`config.mk`:
```
export PLATFORM = sky130hd
export DESIGN_NAME = ieeedrv_src_hs
export DESIGN_NICKNAME = d
export VERILOG_FILES = /design/src/rtl/ieeedrv_src_hs.sv
export SDC_FILE = /design/constraint.sdc
export NUM_CORES = 1
export LEC_CHECK = 0
export BUFFER_PORTS_ARGS = -buffer_cell sky130_fd_sc_hd__buf_2
export CELL_PAD_IN_SITES_DETAIL_PLACEMENT = 1
export CELL_PAD_IN_SITES_GLOBAL_PLACEMENT = 1
export CORE_MARGIN = 5
export CORE_UTILIZATION = 40
export DETAILED_ROUTE_END_ITERATION = 10
export MAX_ROUTING_LAYER = met4
export PLACE_DENSITY = 0.78
export SYNTH_ARGS = -nofsm -noshare
export SYNTH_HDL_FRONTEND = slang
export SYNTH_SLANG_ARGS = --single-unit
```
`constraint.sdc`:
```
create_clock -name clk_sys -period 2.5 [get_ports clk_sys]
set_input_delay 0 -clock clk_sys [delete_from_list [all_inputs] [get_ports clk_sys]]
set_output_delay 0 -clock clk_sys [all_outputs]
set_load 0.01 [all_outputs]
```
`src/rtl/ieeedrv_src_hs.sv`:
```
// IEEE-488 source handshake engine: drives data/ATN/EOI/DAV towards the bus
// acceptors and sequences one byte per request through the NRFD/NDAC handshake.
package ieeedrv_pkg;
    typedef struct packed {
        logic [7:0] data;
        logic       dav;
        logic       eoi;
        logic       atn;
        logic       ren;
        logic       ifc;
        logic       srq;
        logic       nrfd;
        logic       ndac;
    } st_ieee_bus;
endpackage

// Handshake on the byte port: a byte transfers on any cycle where
// tx_valid=1 and tx_ready=1; tx_ready is high only in IDLE and nothing is queued.
module ieeedrv_src_hs
    import ieeedrv_pkg::*;
#(
    parameter int unsigned SETTLE  = 2,
    parameter logic [15:0] TIMEOUT = 16'd4000
) (
    input  logic       clk_sys,
    input  logic       reset,
    input  logic       ce,
    input  st_ieee_bus bus_i,
    output st_ieee_bus bus_o,
    input  logic [7:0] tx_data,
    input  logic       tx_atn,
    input  logic       tx_eoi,
    input  logic       tx_valid,
    output logic       tx_ready,
    input  logic       atn_hold,
    output logic       done,
    output logic       err,
    output logic [1:0] err_code,
    output logic [2:0] dbg_state
);

    typedef enum logic [2:0] {
        S_IDLE,
        S_CHECK,
        S_SETTLE,
        S_WAIT_RFD,
        S_DAV_ON,
        S_WAIT_DAC,
        S_RELEASE
    } state_t;

    state_t      state_q, state_d;
    logic [15:0] cnt_q, cnt_d;
    logic [7:0]  data_q, data_d;
    logic        atn_q, atn_d;
    logic        eoi_q, eoi_d;
    logic        dav_q, dav_d;
    logic        long_q, long_d;
    logic [1:0]  err_code_q;
    logic [1:0]  err_now;

    logic [16:0] settle_len;
    logic [16:0] cnt_inc;
    logic        settle_done;
    logic        timed_out;

    logic        unused_bus;
    assign unused_bus = ^{bus_i.data, bus_i.dav, bus_i.eoi, bus_i.atn,
                          bus_i.ren, bus_i.ifc, bus_i.srq};

    // An ATN change on the new byte doubles the settle time before DAV.
    assign settle_len  = long_q ? 17'(2 * SETTLE) : 17'(SETTLE);
    assign cnt_inc     = {1'b0, cnt_q} + 17'd1;
    assign settle_done = ({1'b0, cnt_q} >= settle_len) || (ce && (cnt_inc >= settle_len));
    assign timed_out   = (cnt_q >= TIMEOUT);

    always_comb begin
        state_d  = state_q;
        data_d   = data_q;
        atn_d    = atn_q;
        eoi_d    = eoi_q;
        dav_d    = dav_q;
        long_d   = long_q;
        tx_ready = 1'b0;
        done     = 1'b0;
        err      = 1'b0;
        err_now  = 2'd0;

        case (state_q)
            S_IDLE: begin
                tx_ready = 1'b1;
                atn_d    = atn_q & atn_hold;
                if (tx_valid) begin
                    data_d  = tx_data;
                    atn_d   = tx_atn;
                    eoi_d   = tx_eoi & ~tx_atn;
                    long_d  = (tx_atn != atn_q);
                    state_d = S_CHECK;
                end
            end
            S_CHECK: begin
                if (!bus_i.nrfd && !bus_i.ndac) begin
                    err     = 1'b1;
                    err_now = 2'd1;
                    state_d = S_RELEASE;
                end else begin
                    state_d = S_SETTLE;
                end
            end
            S_SETTLE: begin
                if (settle_done) state_d = S_WAIT_RFD;
            end
            S_WAIT_RFD: begin
                if (!bus_i.nrfd) begin
                    dav_d   = 1'b1;
                    state_d = S_DAV_ON;
                end else if (timed_out) begin
                    err     = 1'b1;
                    err_now = 2'd2;
                    state_d = S_RELEASE;
                end
            end
            S_DAV_ON: begin
                state_d = S_WAIT_DAC;
            end
            S_WAIT_DAC: begin
                if (!bus_i.ndac) begin
                    done    = 1'b1;
                    state_d = S_RELEASE;
                end else if (timed_out) begin
                    err     = 1'b1;
                    err_now = 2'd3;
                    state_d = S_RELEASE;
                end
            end
            S_RELEASE: begin
                atn_d   = atn_q & atn_hold;
                state_d = S_IDLE;
            end
            default: begin
                state_d = S_IDLE;
            end
        endcase

        // Lines drop on the way into RELEASE so DAV is gone before new data appears.
        if (state_d == S_RELEASE && state_q != S_RELEASE) begin
            dav_d  = 1'b0;
            eoi_d  = 1'b0;
            data_d = 8'h00;
            atn_d  = atn_q & atn_hold;
        end
    end

    always_comb begin
        cnt_d = cnt_q;
        if (state_d != state_q) begin
            cnt_d = 16'd0;
        end else if (ce && cnt_q != 16'hFFFF) begin
            cnt_d = cnt_q + 16'd1;
        end
    end

    always_ff @(posedge clk_sys or posedge reset) begin
        if (reset) begin
            state_q    <= S_IDLE;
            cnt_q      <= 16'd0;
            data_q     <= 8'h00;
            atn_q      <= 1'b0;
            eoi_q      <= 1'b0;
            dav_q      <= 1'b0;
            long_q     <= 1'b0;
            err_code_q <= 2'd0;
        end else begin
            state_q    <= state_d;
            cnt_q      <= cnt_d;
            data_q     <= data_d;
            atn_q      <= atn_d;
            eoi_q      <= eoi_d;
            dav_q      <= dav_d;
            long_q     <= long_d;
            err_code_q <= err_code;
        end
    end

    assign err_code  = err ? err_now : err_code_q;
    assign dbg_state = state_q;

    always_comb begin
        bus_o      = '0;
        bus_o.data = data_q;
        bus_o.dav  = dav_q;
        bus_o.eoi  = eoi_q;
        bus_o.atn  = atn_q;
    end

endmodule

```
==> flow_summary.ini <==
[worst_hold_path]
min_path_type = in2reg
hold_start = bus_i[0]
worstHoldEndpoint = dbg_state[1]$_DFF_PP0_
hold_depth = 2

[power_and_ir_drop]
p_leak_nw = 1.20
vdd.ir_drop.worst_v = 0.000559
p_total_w = 0.00248
p_per_area_nw_per_um2 = 919

[yosys]
ys_types = 54
netlist.area_leader.share = 0.359
synth_fa_ha_area_frac = 0.0272
synth.area.mux_share = 0.0130
ys_warn_count = 0
synth_xor_area_frac = 0.0646
postSynthAreaPerCell_sq_um = 8.50
yosysSeqAreaShare = 0.359
synth_compound_area_frac = 0.169
ys_ff_latch = 33
syn_inst = 271
syn_area_sq_um = 2300
synth_area_leader_cell = dfrtp_1
ys_top_cells_by_area = dfrtp_1 36%, nand2_1 5.9%, xor2_1 4.2%, a21oi_1 4.1%, nor2_1 4.1%
async_flop_share = 1.00
synth_top_family_by_area = simple AND/OR/NAND/NOR gates
synth_edf_count = 0
synth-simple-area-share = 0.279
synthFlopType = dfrtp_1

[die]
placement_rows = 27
die_area_sq_um = 7380
start_util = 0.416
ios = 55
core_sq_um = 5540
die_h_microns = 85.9
die_w_microns = 85.9

[setup_path]
rr_startpoint = cnt_q[0]$_DFFE_PP0P_
critPathRequiredTime_ns = 2.68
r2r_setup_slack_ns = 0.23
r2r-end = dbg_state[0]$_DFF_PP0_
crit_fanout = 5
max_stage_delay_ns = 0.38
cp-end-kind = flop
worstSetupPathType = reg2reg
cp.arrival_ns = 2.45
cp-start-kind = flop
cp_slowest_cell = dfrtp_1
crit_chain = ha_1, buf_4, nand2b_1, mux2i_1, a2bb2oi_1, a2111oi_4, a31oi_4, a311o_1
r2r_cells = 8

[cts]
cts.clk_slew.worst_paths_ns = 0.07
cts_buffers = 5
clk_latency_ns = 0.30
cts.sinks = 33
htreeDepth = 2
postCtsHoldBufs = 9
cts.path.max_buffers = 2
cts_tree = built
cts_resized = 0
post_cts_buffers = 0
ctsRootBufferMaster = clkbuf_8

[global_route]
antenna_found_initial = 0
gr-usage-all-layers = 0.186
grt.overflow.total = 0
grt_pass1_wl_microns = 10700
grt_max_degree = 34
grt_pass1_vias = 2253

[routing]
vias_per_cell = 5.45
remaining_drc_errors = 0
postRouteAntennaNets = 0
wl_per_cell_microns = 16.3
drt_iter0_markers = 69
wirelength_microns = 6180
drt_first_pass_iters = 4
vias = 2067

[run_status]
status = finished clean

[timing]
tightest_slew_ns = 0.779
tns_ns = 0
worst_clock_skew_ns = 0.00455
setup_slack_ns = 0.233
slew_headroom = 0.477
fmax_mhz = 441
min_period_over_period = 0.907
finalHoldViolations = 0
finalMaxSlewViolations = 0
grt_setup_unrepaired = no
setup_viol = 0
fin_crit_ns = 2.27

[placed_design]
placed_area_sq_um = 2480
pre_cts_ws_ns = 0.257
port_buffers = 35
gp_congestion = 0.811
hpwl_microns = 4210

[layout]
n_antenna_cell = 0
final_area_sq_um = 2710
syn2layout_area_growth_pct = 17.4
drive_above_1_share = 0.212
fin_util = 0.488
nFillCells = 696
fin_nets = 342

[run]
drv_cap = 0
-- per-layer routing --
metal,up-vias,part of all wire,GRT usage
li1,1011,-,-
met1,1012,0.46,0.234
met2,35,0.50,0.302
met3,9,0.031,0.0346
met4,0,0.014,0.0604
met5,-,0,-
-- sequential cells by signal, indices dropped and copies added, names as in the netlist --
register	flops
atn_q	1
data_q	8
dav_q	1
err_code_q	2
cnt_q	16
long_q	1
eoi_q	1
dbg_state	3
-- where the power goes --
part | internal, W | switching [W] | total [W]
sequential | 0.000666 | 0.000143 | 0.000809
combinational | 0.000430 | 0.000631 | 0.00106
clock | 0.000396 | 0.000218 | 0.000614
total | 0.00149 | 0.000992 | 0.00248
-- worst max-delay path by stage --
| stage | startpoint | to | slack [ns] | depth (start not counted) |
|---|---|---|---|---|
| CTS | cnt_q[0]$_DFFE_PP0P_ | dbg_state[0]$_DFF_PP0_ | 0.22 | 8 |
| global route | cnt_q[0]$_DFFE_PP0P_ | dbg_state[0]$_DFF_PP0_ | 0.09 | 7 |
| detailed placement | cnt_q[0]$_DFFE_PP0P_ | dbg_state[0]$_DFF_PP0_ | 0.26 | 7 |
| finish | cnt_q[0]$_DFFE_PP0P_ | dbg_state[0]$_DFF_PP0_ | 0.23 | 8 |
| floorplan | cnt_q[1]$_DFFE_PP0P_ | dbg_state[0]$_DFF_PP0_ | 0.31 | 8 |
| global placement | cnt_q[0]$_DFFE_PP0P_ | dbg_state[0]$_DFF_PP0_ | 0.30 | 8 |
-- synth_stat cells (5+ instances only) --
cell,instances
a21oi_1,19
xor2_1,11
nor2b_1,5
nor2_1,25
xnor2_1,6
inv_1,10
dfrtp_1,33
o21ai_0,8
clkbuf_1,6
nand3_1,7
nand4_1,10
ha_1,5
nor3_1,12
buf_4,10
nand2_1,36
buf_2,10
nor4_1,6
-- worst max-delay path: cells and delay by family, from the launching register on --
family	cells	cell delay, ns
compound gates	4	1.00
flops	1	0.38
fa+ha+maj	1	0.29
buf+inv	1	0.18
mux	1	0.16
simple gates	1	0.14
-- cell usage in the layout (no fill, tap or decap), types with 3 or more instances in the layout --
master          n
nand3_1         7
a21oi_1        19
a31oi_1         3
nor2_1         25
a21o_1          3
nor2b_1         5
clkbuf_8        5
dfrtp_1        33
nor3_1         12
xor2_1         11
nand2b_1        4
mux2i_1         3
nand2_1        36
xnor2_1         6
ha_1            5
buf_4           8
buf_2          35
nand4_1        10
inv_1          10
conb_1          5
dlygate4sd3_1   9
nor4_1          6
o21ai_0         8
-- cell type report --
| class | count | area, sq um | area share |
|---|---|---|---|
| clock buffer | 5 | 68.8 | 0.0254 |
| inverter | 10 | 37.5 | 0.0139 |
| tap | 72 | 90.1 | 0.0333 |
| multi-input combinational | 204 | 1290 | 0.478 |
| sequential | 33 | 826 | 0.305 |
| clock inverter | 3 | 65.1 | 0.0241 |
| timing repair buffer | 52 | 325 | 0.120 |
-- kinds of logic after synthesis --
| group | count (synthesis) |
|---|---|
| mux | 3 |
| simple gates | 120 |
| flops | 33 |
| fa+ha+maj | 5 |
| xor+xnor | 17 |
| compound gates | 54 |
| buf+inv | 38 |
| other cells | 1 |
-- stage by stage --
step | hold slack (ns) | std cells
after floorplan | 0.129 | 275
after global placement | 0.118 | 362
after detailed placement | 0.122 | 362
after CTS | 0.00736 | 379
after global routing | 0.0205 | 379
final | 0.0153 | 379
(Power assumes the default switching activity.)
